File: config.mk
export PLATFORM = sky130hd
export DESIGN_NAME = fetch_unit
export DESIGN_NICKNAME = d
export VERILOG_FILES = /design/src/rtl/fetch_unit.sv
export SDC_FILE = /design/constraint.sdc
export NUM_CORES = 1
export LEC_CHECK = 0
export ABC_CLOCK_PERIOD_IN_PS = 5100
export BUFFER_PORTS_ARGS = -buffer_cell sky130_fd_sc_hd__buf_2
export CAP_MARGIN = 25
export CORE_MARGIN = 8
export CORE_UTILIZATION = 40
export CTS_CLUSTER_DIAMETER = 50
export DETAILED_ROUTE_END_ITERATION = 16
export PLACE_DENSITY = 0.69
export SLEW_MARGIN = 10
export SYNTH_ARGS = -nofsm -noshare
export SYNTH_HDL_FRONTEND = slang
export SYNTH_SLANG_ARGS = --single-unit
File: constraint.sdc
create_clock -name clk -period 5.1 [get_ports clk]
set_clock_uncertainty 0.1 [all_clocks]
set_input_delay 0 -clock clk [delete_from_list [all_inputs] [get_ports clk]]
set_output_delay 0 -clock clk [all_outputs]
set_load 0.03 [all_outputs]
File: src/rtl/fetch_unit.sv
// fetch_unit: credit-based instruction fetch with in-flight address queue, IF/ID output FIFO and redirect drop counting.
module fetch_unit #(
  parameter logic [31:0] RESET_PC = 32'h0000_0000,
  parameter int          DEPTH    = 2
) (
  input  logic        clk,
  input  logic        rst,
  output logic        imem_req_valid,
  input  logic        imem_req_ready,
  output logic [31:0] imem_req_addr,
  input  logic        imem_resp_valid,
  input  logic [31:0] imem_resp_data,
  input  logic        redirect_valid,
  input  logic [31:0] redirect_pc,
  output logic        out_valid,
  input  logic        out_ready,
  output logic [31:0] out_instr,
  output logic [31:0] out_pc_4
);
  localparam int AW = $clog2(DEPTH);
  localparam int CW = AW + 1;
  logic [31:0] pc_q, pc_d;
  logic [31:0] aq_q [DEPTH];
  logic [63:0] fq_q [DEPTH];
  logic [AW-1:0] aq_wr_q, aq_wr_d, aq_rd_q, aq_rd_d, f_wr_q, f_wr_d, f_rd_q, f_rd_d;
  logic [CW-1:0] aq_cnt_q, aq_cnt_d, f_cnt_q, f_cnt_d, drop_q, drop_d;
  logic [CW:0] credit;
  logic acc, dropping, push, pop;
  // Buffered plus in-flight words never exceed DEPTH, so the FIFO cannot overflow.
  assign credit         = {1'b0, aq_cnt_q} + {1'b0, f_cnt_q};
  assign imem_req_valid = !rst && (credit < (CW+1)'(DEPTH));
  assign imem_req_addr  = pc_q;
  assign acc            = imem_req_valid && imem_req_ready;
  assign dropping       = drop_q != '0;
  assign push           = imem_resp_valid && !dropping && !redirect_valid;
  assign out_valid      = !rst && (f_cnt_q != '0);
  assign pop            = out_valid && out_ready;
  assign out_instr      = out_valid ? fq_q[f_rd_q][63:32] : '0;
  assign out_pc_4       = out_valid ? fq_q[f_rd_q][31:0] : '0;
  always_comb begin
    pc_d     = redirect_valid ? (redirect_pc & ~32'd3) : acc ? pc_q + 32'd4 : pc_q;
    aq_wr_d  = acc ? aq_wr_q + AW'(1) : aq_wr_q;
    aq_rd_d  = imem_resp_valid ? aq_rd_q + AW'(1) : aq_rd_q;
    aq_cnt_d = aq_cnt_q + CW'(acc) - CW'(imem_resp_valid);
    drop_d   = redirect_valid ? aq_cnt_d : drop_q - CW'(imem_resp_valid && dropping);
    f_wr_d   = redirect_valid ? '0 : push ? f_wr_q + AW'(1) : f_wr_q;
    f_rd_d   = redirect_valid ? '0 : pop ? f_rd_q + AW'(1) : f_rd_q;
    f_cnt_d  = redirect_valid ? '0 : f_cnt_q + CW'(push) - CW'(pop);
  end
  always_ff @(posedge clk) begin
    if (rst) begin
      pc_q     <= RESET_PC;
      aq_wr_q  <= '0;
      aq_rd_q  <= '0;
      aq_cnt_q <= '0;
      f_wr_q   <= '0;
      f_rd_q   <= '0;
      f_cnt_q  <= '0;
      drop_q   <= '0;
    end else begin
      pc_q     <= pc_d;
      aq_wr_q  <= aq_wr_d;
      aq_rd_q  <= aq_rd_d;
      aq_cnt_q <= aq_cnt_d;
      f_wr_q   <= f_wr_d;
      f_rd_q   <= f_rd_d;
      f_cnt_q  <= f_cnt_d;
      drop_q   <= drop_d;
    end
  end
  always_ff @(posedge clk) begin
    if (acc) aq_q[aq_wr_q] <= pc_q;
    if (push) fq_q[f_wr_q] <= {imem_resp_data, aq_q[aq_rd_q] + 32'd4};
  end
endmodule

Word level (Yosys, flattened, before mapping)
Memory sizes are Yosys's and may differ from the RTL's. A register that Yosys moved wholly into a read port is not among the register bits.
Index checks and enable logic that the tools add are counted.
W data, S select, Z words.

storage, ports and cells
  flip-flop bits (word level) = 42
  input bits = 70
  output and inout bits = 98
  memory bits (writable) = 192
  memories = 2
  word-level logic and storage cells = 51

memories
  name  depth  width  rd ports  clocked after memory_dff  wr ports  RTL line  RTL
  fq_q  2      64     1         1                         1         24        logic [63:0] fq_q [DEPTH];
  aq_q  2      32     1         1                         1         23        logic [31:0] aq_q [DEPTH];

operators by class
  $add $sub $neg = 12
  mux-type cells = 13
  reductions and logical operators = 14
  $lt $le $gt $ge = 1

operators by type and width
  kind                     number
  $mux W32                 4
  $add A32 B3 Y32 const B  2
  $mux W1                  8
  $logic_and A1 B1 Y1      7
  $reduce_bool A2 Y1       3
  $sub A2 B1 Y2            3
  $add A1 B1 Y1 const B    4
  $add A2 B1 Y2            2
  $add A2 B2 Y3            1
  $logic_not A1 Y1         3
  $lt A3 B2 Y1 const B     1
  $mux W2                  1
  $reduce_or A2 Y1         1

Longest topological paths before layout
Gate-level depths: netlist of the first run.

  depth in word-level cells = 7
  gate-level depth with buffers = 11

Worst setup path after synthesis of the first run
OpenSTA, ideal clock, no wires.

  kind = register to register
  start point = reg drop_q[0]
  end point = mem fq_q[0][10], enable pin
  arrival time = 3.488 ns
  data required time = 4.518 ns
  path slack = 1.030 ns
  period minus slack after synthesis = 4.070 ns
  library setup time = 0.482 ns
  cell stages (with the launch flop) = 4
  path through = dfxtp_1 nor4b_1 inv_1 nor2_1

between the ends
  longest elaborated chain between the ends = 6

RTL lines
  what                               RTL line  RTL
  from (decl)                        26        logic [CW-1:0] aq_cnt_q, aq_cnt_d, f_cnt_q, f_cnt_d, drop_q, drop_d;
  from (signal assigned)             68        drop_q <= drop_d;
  $reduce_bool A2 Y1                 34        assign dropping = drop_q != '0;
  $logic_not A1 Y1                   35        assign push = imem_resp_valid && !dropping && !redirect_valid;
  $logic_and A1 B1 Y1 (2 in series)  35
  $mux W1                            73        if (push) fq_q[f_wr_q] <= {imem_resp_data, aq_q[aq_rd_q] + 32'd4};
  $mux W1 (not written as such)      73
  to (decl)                          24

Every way passes these cells.

Final worst setup path of the first run
  start point = reg f_cnt_q[0]
  end point = reg pc_q[23], in the netlist imem_req_addr[23]

between the ends
  longest elaborated chain between the ends = 5

RTL lines
  what                          RTL line  RTL
  from (decl)                   26
  from (signal assigned)        67        f_cnt_q <= f_cnt_d;
  $add A2 B2 Y3                 30        assign credit = {1'b0, aq_cnt_q} + {1'b0, f_cnt_q};
  $lt A3 B2 Y1                  31        assign imem_req_valid = !rst && (credit < (CW+1)'(DEPTH));
  $logic_and A1 B1 Y1           31
  $logic_and A1 B1 Y1           33        assign acc = imem_req_valid && imem_req_ready;
  $reduce_bool A2 Y1 (no line)  --
  to (signal assigned)          61        pc_q <= pc_d;
  to (decl)                     22        logic [31:0] pc_q, pc_d;

Every way passes these cells.
A chain may end at the register's enable or synchronous reset.

==> impl_metrics.yaml, run 1 <==
setup_path:
  path_buf_inv: 2
  reg2reg_to: "imem_req_addr[23]$_SDFFE_PP0P_"
  path_cells: "and2_1 -> fa_1 -> nor4b_4 -> inv_4 -> nor4_4 -> nand4_1 -> xnor2_1 -> o21ai_0 -> nor2b_1 -> dlygate4sd3_1"
  cpPeakStageDelay_ns: 0.58
  crit_fanout: 9
  critPathArrivalTime_ns: 4.17
  cp.required_ns: 5.40
  path_delay_family: "simple AND/OR/NAND/NOR gates"
  cp-start-kind: "register"
  worstReg2RegStart: "f_cnt_q[0]$_SDFF_PP0_"
  critical-path-slowest-cell: "dlygate4sd3_1"
  ff2ff_path_depth: 10
  critical_path_class: "register to register"
  rrSetupSlack_ns: 1.23
  endpoint_kind: "register"
global_routing:
  antenna_found_initial: 0
  met2_usage_pct: 22.64
  grt_max_degree: 63
  grt_pass1_wl_um: 34440
  gr-usage-met1_pct: 17.98
  use_met3_pct: 3.245
  overflow: 0
  grt_pass1_vias: 6693
  top_usage_layer: "met2"
  track_usage_pct: 13.79
floorplan:
  placeableCoreArea_mm2: 0.02432
  rows: 57
  start_util_pct: 40.66
  die_x_um: 173.2
  die_area_mm2: 0.03001
  ios: 168
  die_h_um: 173.2
drt:
  drtPass1Iterations: 4
  vias: 6445
  detail-route-antenna-nets: 0
  wl_per_cell_um: 15.39
  drt_iter0_drc: 321
  drc: 0
  drt_wl_total_um: 20850
  routed_via_density: 4.756
synth:
  synthArstFlopShare_pct: 0
  ys_types: 50
  syn_area_mm2: 0.009889
  yosysSeqAreaShare_pct: 64.37
  synth_edf_count: 184
  synthTopCellsByCount: "184 x edfxtp_1, 117 x nor2_1, 96 x mux2i_1, 42 x dfxtp_1, 39 x xnor2_1"
  yosys.area.top_type: "edfxtp_1"
  syn_avg_cell_area_um2: 13.03
  yosys_warnings: 0
  ys_ff_latch: 226
  ys_top_cells_by_area: "edfxtp_1 56%, mux2i_1 9.7%, dfxtp_1 8.5%"
  synthCells: 759
  synth_top_area_share_pct: 55.87
  synth_top_flop_cell: "edfxtp_1"
  yosysMostFrequentCell: "edfxtp_1"
sta:
  setup_viol: 0
  slew_violations: 0
  tightest_slew_ns: 0.7863
  rsz0062_at_grt: "false"
  hold_viol_final: 0
  max_freq_mhz: 258.5
  slew_headroom_pct: 47.58
  finalSetupTns_ns: 0
  fin_crit_ns: 3.869
  post-route-period-util_pct: 75.86
power:
  total_power_w: 0.004576
  peakVddDrop_mv: 0.2733
  pwr_density_cell_mw_per_mm2: 355.8
  leakagePower_nw: 4.876
cts:
  ctsRootBufferMaster: "clkbuf_16"
  cts_buffers: 27
  clock_path_buffers: 3
  htree_levels: 1
  insertion_delay_ns: 0.52
  path_clk_slew_ns: 0.06
  cts_tree: "built"
  ctsResizeCount: 0
  clock_sinks: 226
min_path:
  hold_path.class: "primary input to register"
  hold_path_depth: 4
  min_to: "imem_req_addr[15]$_SDFFE_PP0P_"
  hold_start: "redirect_valid"
cells_and_area:
  syn_to_final_growth_pct: 30.04
  final_nets: 1089
  antennaDiodeCount: 0
  num-fill-cells: 2059
  final_layout_size_suffix_gt1_share_pct: 22.70
  stdcell_area_mm2: 0.01286
place:
  place_congestion: 0.7451
  io_buffers: 161
  place.detailed.hpwl_um: 13830
  post_dp_cell_area_mm2: 0.01103
run_status:
  status: "finished, final reports clean"
job:
  maxCapViolations: 0
## metrics by stage
| stage | worst slack (ns) | cells | util, % | hold WS [ns] |
|---|---|---|---|---|
| detailed placement | 1.790 | 1215 | 45.34 | 0.09137 |
| CTS | 1.227 | 1355 | 52.88 | 0.01840 |
| global route | 0.9864 | 1355 | 52.88 | 0.07266 |
| floorplan | 1.030 | 762 | - | -0.001131 |
| global placement | 1.822 | 1214 | 45.22 | 0.08853 |
| finish | 1.231 | 1355 | 52.88 | 0.05891 |
## report_power, final
part           total [W]  switching, W  internal, W
sequential       0.00219     0.0000691      0.00213
clock            0.00192      0.000746      0.00117
combinational   0.000462      0.000263     0.000199
total            0.00458       0.00108      0.00350
## layout make-up
class / count / area, um2 / share of cell area (%)
Tap cell: 324 / 405.4 / 3.152
Sequential cell: 226 / 6371 / 49.54
Inverter: 17 / 66.31 / 0.5157
Timing Repair Buffer: 259 / 1789 / 13.91
Multi-Input combinational cell: 480 / 3304 / 25.70
Clock buffer: 33 / 760.7 / 5.916
Clock inverter: 16 / 162.7 / 1.265
## worst max-delay path by stage
stage | slack (ns) | start | cells after the start | endpoint
after floorplan | 1.03 | drop_q[0]$_SDFF_PP0_ | 3 | fq_q[0][10]$_DFFE_PP_
after global placement | 1.82 | f_cnt_q[0]$_SDFF_PP0_ | 9 | imem_req_addr[23]$_SDFFE_PP0P_
after detailed placement | 1.79 | f_cnt_q[0]$_SDFF_PP0_ | 9 | imem_req_addr[23]$_SDFFE_PP0P_
after CTS | 1.23 | f_cnt_q[0]$_SDFF_PP0_ | 10 | imem_req_addr[23]$_SDFFE_PP0P_
after global routing | 0.99 | f_cnt_q[0]$_SDFF_PP0_ | 10 | imem_req_addr[23]$_SDFFE_PP0P_
final | 1.23 | f_cnt_q[0]$_SDFF_PP0_ | 10 | imem_req_addr[23]$_SDFFE_PP0P_
## state kept, by name, summed over array words and instances, names as in the netlist, named ones only
name	flops
f_wr_q	1
fq_q	124
aq_rd_q	1
aq_wr_q	1
f_cnt_q	2
drop_q	2
f_rd_q	1
aq_q	60
imem_req_addr	30
aq_cnt_q	2
## placed cells by master, fill, tap and decap left out, types with 4 or more instances in the layout
| cell | count |
|---|---|
| nor3_1 | 10 |
| and4_1 | 4 |
| dlygate4sd3_1 | 91 |
| inv_1 | 16 |
| buf_2 | 161 |
| clkbuf_16 | 29 |
| a21oi_1 | 17 |
| ha_1 | 7 |
| and3_1 | 11 |
| nand2_1 | 36 |
| xor2_1 | 32 |
| mux2i_1 | 96 |
| nor2b_1 | 9 |
| o21ai_0 | 6 |
| clkinvlp_4 | 4 |
| mux2_2 | 5 |
| xnor2_1 | 39 |
| dfxtp_1 | 40 |
| nand4_1 | 17 |
| o21a_1 | 7 |
| edfxtp_1 | 184 |
| nor2_1 | 115 |
| conb_1 | 4 |
| and2_1 | 5 |
| buf_4 | 6 |
| nand3_1 | 21 |
## repair_timing
| item | in CTS | in global routing |
|---|---|---|
| hold buffers | 91 | 0 |
| setup buffers | 0 | 0 |
| setup endpoints to repair | 0 | 0 |
| endpoints found under the hold margin | 103 | 0 |
## worst reg2reg max path: stages (launching register included)
cell	delay, ns
dfxtp_1	0.32
and2_1	0.17
fa_1	0.50
nor4b_4	0.55
inv_4	0.14
nor4_4	0.56
nand4_1	0.34
xnor2_1	0.26
o21ai_0	0.09
nor2b_1	0.15
dlygate4sd3_1	0.58
## layer usage
| metal | vias to the layer above | part of all wire [%] |
|---|---|---|
| li1 | 3230 | - |
| met1 | 3026 | 47 |
| met2 | 163 | 46 |
| met3 | 26 | 5.8 |
| met4 | 0 | 1.9 |
| met5 | - | 0 |
## cell families (layout without fill, tap and decap cells)
group / Yosys count / count (layout) / synth area share (%)
mux: 101 / 101 / 10.29
flops: 226 / 226 / 64.37
compound gates: 42 / 42 / 2.594
xor+xnor: 71 / 71 / 6.288
buf+inv: 56 / 325 / 2.442
fa+ha+maj: 8 / 8 / 1.088
simple gates: 254 / 254 / 12.89
other cells: 1 / 4 / 0.03792
No activity file was read; power rests on OpenSTA's default activity.
==> run 2: changes to the inputs <==
--- a/config.mk
+++ b/config.mk
@@ -5,7 +5,8 @@
 export SDC_FILE = /design/constraint.sdc
 export NUM_CORES = 1
 export LEC_CHECK = 0
-export ABC_CLOCK_PERIOD_IN_PS = 5100
+export ABC_AREA = 1
+export ABC_CLOCK_PERIOD_IN_PS = 3900
 export BUFFER_PORTS_ARGS = -buffer_cell sky130_fd_sc_hd__buf_2
 export CAP_MARGIN = 25
 export CORE_MARGIN = 8
==> constraint.sdc (replaced) <==
create_clock -name clk -period 3.9 [get_ports clk]
set_clock_uncertainty 0.1 [all_clocks]
set_input_delay 0 -clock clk [delete_from_list [all_inputs] [get_ports clk]]
set_output_delay 0 -clock clk [all_outputs]
set_load 0.03 [all_outputs]
==> run 2 against run 1 <==
  * Clock power grew 21%
  * Hold slack gained 0.045 ns
  * Clock-buffer cell count shrank 3
  * Global-route usage grew 1.5 points
  * Synthesized area grew 11%
  * Sequential share of layout area shrank 4.1 points
  * First-iteration DRC count grew 78%
  * Synthesized cell count grew 45%
==> impl_metrics.yaml, run 2 <==
floorplan:
  die_x_um: 181.6
  ios: 168
  rows: 60
  die_h_um: 181.6
  die_area_mm2: 0.03299
  placeableCoreArea_mm2: 0.02695
  start_util_pct: 40.71
synth:
  synthCells: 1099
  synthTopCellsByCount: "261 x nand2_1, 184 x edfxtp_1, 180 x inv_1, 83 x nor2_1, 63 x mux2_2"
  yosysSeqAreaShare_pct: 58.02
  ys_top_cells_by_area: "edfxtp_1 50%, nand2_1 8.9%, dfxtp_1 7.7%"
  synthArstFlopShare_pct: 0
  synth_top_flop_cell: "edfxtp_1"
  yosys.area.top_type: "edfxtp_1"
  synth-xor-area-share_pct: 2.714
  synth-compound-area-share_pct: 5.006
  yosysMostFrequentCell: "nand2_1"
  yosys_warnings: 0
  synth_top_area_share_pct: 50.35
  synthSimpleGateAreaFrac_pct: 18.30
  ys_types: 37
  syn_area_mm2: 0.01097
  synth_top_family_by_area: "simple AND/OR/NAND/NOR gates"
  synth_fa_ha_area_share_pct: 0.9806
  syn_avg_cell_area_um2: 9.985
  synth.area.mux_share_pct: 6.465
  ys_ff_latch: 226
  synth_edf_count: 184
global_routing:
  grt_pass1_wl_um: 41810
  track_usage_pct: 15.33
  overflow: 0
  grt_pass1_vias: 8440
  grt_max_degree: 64
  antenna_found_initial: 0
run_status:
  status: "finished, final reports clean"
cells_and_area:
  layout_common_cells: "261 x nand2_1, 184 x edfxtp_1, 180 x inv_1, 161 x buf_2, 106 x dlygate4sd3_1"
  syn_to_final_growth_pct: 27.83
  largest_register_ffs: 124
  final_nets: 1454
  mostFrequentLayoutCell: "nand2_1"
  num-fill-cells: 2327
  stdcell_count: 1738
  antennaDiodeCount: 0
  final_layout_size_suffix_gt1_share_pct: 25.41
  regMostFlops: "fq_q"
setup_path:
  path_cells: "nand2_1 -> inv_1 -> fa_1 -> inv_1 -> nand4_1 -> buf_4 -> nand2_1 -> buf_4 -> clkinv_1 -> nand2_1 -> nand2_1 -> inv_1 -> a21oi_1 -> dlygate4sd3_1"
  critPathArrivalTime_ns: 3.23
  cpPeakStageDelay_ns: 0.59
  endpoint_kind: "register"
  crit_fanout: 15
  critical_path_class: "register to register"
  worstReg2RegStart: "f_cnt_q[0]$_SDFF_PP0_"
  startpoint: "f_cnt_q[0]$_SDFF_PP0_"
  timing.critical_path.mode_cell: "nand2_1"
  cp-start-kind: "register"
  ff2ff_path_depth: 14
  critical-path-slowest-cell: "dlygate4sd3_1"
  cp.required_ns: 4.20
cts:
  clock_sinks: 226
  htree_levels: 1
  path_clk_slew_ns: 0.06
  insertion_delay_ns: 0.52
  cts_buffers: 27
  ctsRootBufferMaster: "clkbuf_16"
  cts_tree: "built"
  clock_path_buffers: 3
sta:
  post-route-period-util_pct: 75.24
  slew_headroom_pct: 43.49
  hold_viol_final: 0
  max_freq_mhz: 340.8
  slew_violations: 0
  whs_ns: 0.1040
  fin_crit_ns: 2.934
  finalSetupTns_ns: 0
  rsz0062_at_grt: "false"
  tightest_slew_ns: 0.8477
  setup_viol: 0
drt:
  detail-route-antenna-nets: 0
  routed_via_density: 4.780
  drc: 0
  drt_iter0_drc: 571
  wl_per_cell_um: 14.90
  drt_wl_total_um: 25890
  drtPass1Iterations: 5
  vias: 8307
place:
  placed_cells: 1582
  place_congestion: 0.9073
  place.detailed.hpwl_um: 17180
  io_buffers: 161
min_path:
  hold_path.class: "primary input to register"
  hold_start: "imem_resp_data[21]"
  hold_path_depth: 2
power:
  leakagePower_nw: 6.189
  peakVddDrop_mv: 0.2914
  pwr_density_cell_mw_per_mm2: 427.9
  total_power_w: 0.006002
job:
  maxCapViolations: 0
-- run 2: per-layer routing --
| metal | wire length [um] | vias to the layer above | share of wire (%) | track usage (%) |
|---|---|---|---|---|
| met5 | 0 | - | 0 | 0 |
| met4 | 552 | 0 | 2.1 | 3.805 |
| met3 | 2066 | 44 | 8.0 | 3.293 |
| met2 | 12070 | 315 | 47 | 25.96 |
| met1 | 11200 | 3855 | 43 | 19.68 |
| li1 | - | 4093 | - | - |
-- run 2: logic make-up after synthesis --
logic type               count (synthesis)
other                                    1
flip-flops                             226
AO/OA/AOI/OAI                           86
AND/OR/NAND/NOR                        454
multiplexers                            63
buffers and inverters                  227
adder cells (fa/ha/maj)                  8
XOR/XNOR                                34
-- run 2: final timing paths --
kind | end | slack (ns)
worst min-delay path | fq_q[1][53]$_DFFE_PP_ | 0.10
worst max register to register | imem_req_addr[18]$_SDFFE_PP0P_ | 0.97
worst max-delay path | imem_req_addr[18]$_SDFFE_PP0P_ | 0.97
worst min register to register | f_cnt_q[1]$_SDFF_PP0_ | 0.42
-- run 2: what timing repair did --
item,in CTS,in global routing
resized for setup,0,0
hold endpoints to repair,104,0
setup buffers,0,0
hold buffers,106,0
-- run 2: area by class of cell --
class	count	area [um2]	area share, %
clock inverters	20	152.6	1.088
inverters	192	720.7	5.138
repair buffers	280	1964	14.00
flip-flops and latches	226	6369	45.40
clock buffers	30	686.9	4.897
well taps	341	426.7	3.042
multi-input cells	649	3707	26.43
-- run 2: critical path, delay by kind of cell, from the launching register on --
family                     cells  cell delay (ns)
adders and majority gates      1             0.41
AOI/OAI and AO/OA              1             0.05
buffers and inverters          7             1.48
and+or+nand+nor                5             0.41
DFF                            1             0.36
-- run 2: where the power goes --
part / leakage (nW) / internal [W] / switching (W)
logic: 3.74 / 0.000306 / 0.000501
registers: 2.04 / 0.00279 / 0.0000815
clock network: 0.410 / 0.00135 / 0.000975
-- run 2: stage by stage --
| stage | instance area [um2] | utilization (%) | setup slack, ns |
|---|---|---|---|
| global placement | 12130 | 45.00 | 1.427 |
| finish | 14030 | 52.05 | 0.9658 |
| detailed placement | 12130 | 45.00 | 1.382 |
| floorplan | 10980 | - | 0.1352 |
| CTS | 14030 | 52.05 | 1.007 |
| global route | 14030 | 52.05 | 0.7069 |
==> run 3: changes to the inputs <==
--- a/config.mk
+++ b/config.mk
@@ -5,15 +5,15 @@
 export SDC_FILE = /design/constraint.sdc
 export NUM_CORES = 1
 export LEC_CHECK = 0
-export ABC_AREA = 1
-export ABC_CLOCK_PERIOD_IN_PS = 3900
+export ABC_AREA = 0
+export ABC_CLOCK_PERIOD_IN_PS = 2500
 export BUFFER_PORTS_ARGS = -buffer_cell sky130_fd_sc_hd__buf_2
 export CAP_MARGIN = 25
 export CORE_MARGIN = 8
 export CORE_UTILIZATION = 40
 export CTS_CLUSTER_DIAMETER = 50
 export DETAILED_ROUTE_END_ITERATION = 16
-export PLACE_DENSITY = 0.69
+export PLACE_DENSITY = 0.71
 export SLEW_MARGIN = 10
 export SYNTH_ARGS = -nofsm -noshare
 export SYNTH_HDL_FRONTEND = slang
==> constraint.sdc (replaced) <==
create_clock -name clk -period 2.5 [get_ports clk]
set_clock_uncertainty 0.1 [all_clocks]
set_input_delay 0 -clock clk [delete_from_list [all_inputs] [get_ports clk]]
set_output_delay 0 -clock clk [all_outputs]
set_load 0.03 [all_outputs]
==> run 3 against run 2 <==
  * The run now ends with negative setup slack left
  * Clock power up 58%
  * Wire length shrank 18%
  * Final cell count decreased by 22%
  * Non-clock buffer count decreased by 19
  * Via count is 22% lower
  * Critical path depth is 5 lower
  * Maximum frequency rose by 14%
  * Power is 53% higher
  * Critical endpoint is now imem_req_addr[22]$_SDFFE_PP0P_
  * Highest routed layer unchanged
==> impl_metrics.yaml, run 3 (synthesis results as in run 1) <==
run_status:
  status: "complete, but fails checks"
  violations: "negative setup slack"
cts:
  ctsRootBufferMaster: "clkbuf_16"
  clock_sinks: 226
  clock_path_buffers: 3
  path_clk_slew_ns: 0.06
  insertion_delay_ns: 0.52
  cts_buffers: 26
  htree_levels: 1
  cts_tree: "built"
sta:
  tightest_slew_ns: 0.6803
  slew_headroom_pct: 54.65
  post-route-period-util_pct: 102.6
  slew_violations: 0
  rsz0062_at_grt: "true"
  max_freq_mhz: 389.9
  hold_viol_final: 0
  finalSetupTns_ns: -0.2119
  setup_viol: 6
  whs_ns: 0.08869
  setup_ws_ns: -0.06497
  fin_crit_ns: 2.565
setup_path:
  critPathArrivalTime_ns: 2.92
  cp-start-kind: "register"
  ff2ff_path_depth: 9
  path_buf_inv: 1
  cpPeakStageDelay_ns: 0.51
  path_delay_family: "simple AND/OR/NAND/NOR gates"
  endpoint_kind: "register"
  rrSetupSlack_ns: -0.06
  timing.critical_path.mode_cell: "nor4b_4"
  reg2reg_to: "imem_req_addr[22]$_SDFFE_PP0P_"
  path_cells: "and2_4 -> fa_2 -> nor4b_4 -> inv_4 -> or4_4 -> nor4b_4 -> xor2_1 -> mux2i_1 -> nor2_1"
  cp.required_ns: 2.85
  worstReg2RegStart: "aq_cnt_q[0]$_SDFF_PP0_"
  critical-path-slowest-cell: "or4_4"
  critical_path_class: "register to register"
  crit_fanout: 4
floorplan:
  ios: 168
  die_h_um: 173.2
  die_x_um: 173.2
  rows: 57
  placeableCoreArea_mm2: 0.02432
  die_area_mm2: 0.03001
  start_util_pct: 40.66
cells_and_area:
  largest_register_ffs: 124
  syn_to_final_growth_pct: 30.47
  layout_common_cells: "184 x edfxtp_1, 161 x buf_2, 113 x nor2_1, 96 x mux2i_1, 68 x dlygate4sd3_1"
  mostFrequentLayoutCell: "edfxtp_1"
  antennaDiodeCount: 0
  final_nets: 1090
  regMostFlops: "fq_q"
  stdcell_area_mm2: 0.01290
  post-route-util_pct: 53.05
  final_layout_size_suffix_gt1_share_pct: 26.55
global_routing:
  track_usage_pct: 13.85
  antenna_found_initial: 0
  overflow: 0
  grt_pass1_wl_um: 34470
  grt_max_degree: 63
  grt_pass1_vias: 6731
power:
  leakagePower_nw: 4.870
  pwr_density_cell_mw_per_mm2: 710.2
  peakVddDrop_mv: 0.4364
drt:
  vias: 6457
  wl_per_cell_um: 15.74
  drt_iter0_drc: 219
  drc: 0
  routed_via_density: 4.762
  drtPass1Iterations: 4
  detail-route-antenna-nets: 0
  drt_wl_total_um: 21350
min_path:
  hold_path.class: "primary input to register"
  hold_start: "redirect_valid"
  hold_path_depth: 4
  min_to: "imem_req_addr[30]$_SDFFE_PP0P_"
job:
  maxCapViolations: 0
place:
  post_dp_cell_area_mm2: 0.01129
  io_buffers: 161
  place.detailed.hpwl_um: 14430
  place_congestion: 0.8260
## run 3: cell types whose count changed in the layout (fill, tap and decap cells not counted), sizes merged, moves of 19 or more
cell         delta
nand3          -31
inv           -172
o21ai          -46
mux2           -58
dlygate4sd3    -38
nand2         -247
xnor2          +31
buf            +19
mux2i          +96
## run 3: layout make-up
class / instances / area, um2
Clock buffer: 31 / 690.7
Clock inverter: 17 / 163.9
Fill cell: 2071 / 11420
Inverter: 17 / 66.31
Multi-Input combinational cell: 480 / 3374
Sequential cell: 226 / 6376
Tap cell: 324 / 405.4
Timing Repair Buffer: 261 / 1826
## run 3: report_power, final
part	internal (W)	leakage [nW]	switching [W]
combinational	0.000436	2.42	0.000568
sequential	0.00433	2.04	0.000132
clock	0.00220	0.412	0.00149
total	0.00697	4.87	0.00219
## run 3: what timing repair did
item | in CTS | in global routing
setup endpoints to repair | 19 | 42
gates resized for setup | 5 | 13
pin swaps | 11 | 14
gates cloned | 0 | 0
hold endpoints to repair | 103 | 0
setup buffers | 1 | 1
hold buffers | 68 | 0
## run 3: worst register-to-register path, cell delays in order, from the launching register on
cell and delay (ns):
dfxtp_2 0.31, and2_4 0.15, fa_2 0.47, nor4b_4 0.31, inv_4 0.08, or4_4 0.51, nor4b_4 0.23, xor2_1 0.16
mux2i_1 0.08, nor2_1 0.10
## run 3: worst max path at each step
stage,startpoint,end,cells after the start
after floorplan,aq_cnt_q[0]$_SDFF_PP0_,imem_req_addr[22]$_SDFFE_PP0P_,9
after global placement,aq_cnt_q[0]$_SDFF_PP0_,imem_req_addr[22]$_SDFFE_PP0P_,9
after detailed placement,aq_cnt_q[0]$_SDFF_PP0_,imem_req_addr[22]$_SDFFE_PP0P_,9
after CTS,aq_cnt_q[0]$_SDFF_PP0_,imem_req_addr[22]$_SDFFE_PP0P_,9
after global routing,aq_cnt_q[0]$_SDFF_PP0_,imem_req_addr[22]$_SDFFE_PP0P_,9
final,aq_cnt_q[0]$_SDFF_PP0_,imem_req_addr[22]$_SDFFE_PP0P_,9
## run 3: stage by stage
step | instances | power [W] | setup WS (ns)
2_1_floorplan | 762 | 0.005132 | -0.2271
3_3_place_gp | 1238 | 0.005420 | -0.1121
3_5_place_dp | 1238 | 0.005449 | -0.1259
4_1_cts | 1355 | 0.009253 | -0.1155
5_1_grt | 1356 | 0.009532 | -0.1815
6_report | 1356 | 0.009164 | -0.06497
## run 3: metal layers
metal	up-vias	wire (um)	global-route usage [%]
met2	158	9885	23.24
met1	3039	9969	17.65
met5	-	0	0
li1	3229	-	-
met4	0	493	4.420
met3	31	996	2.941
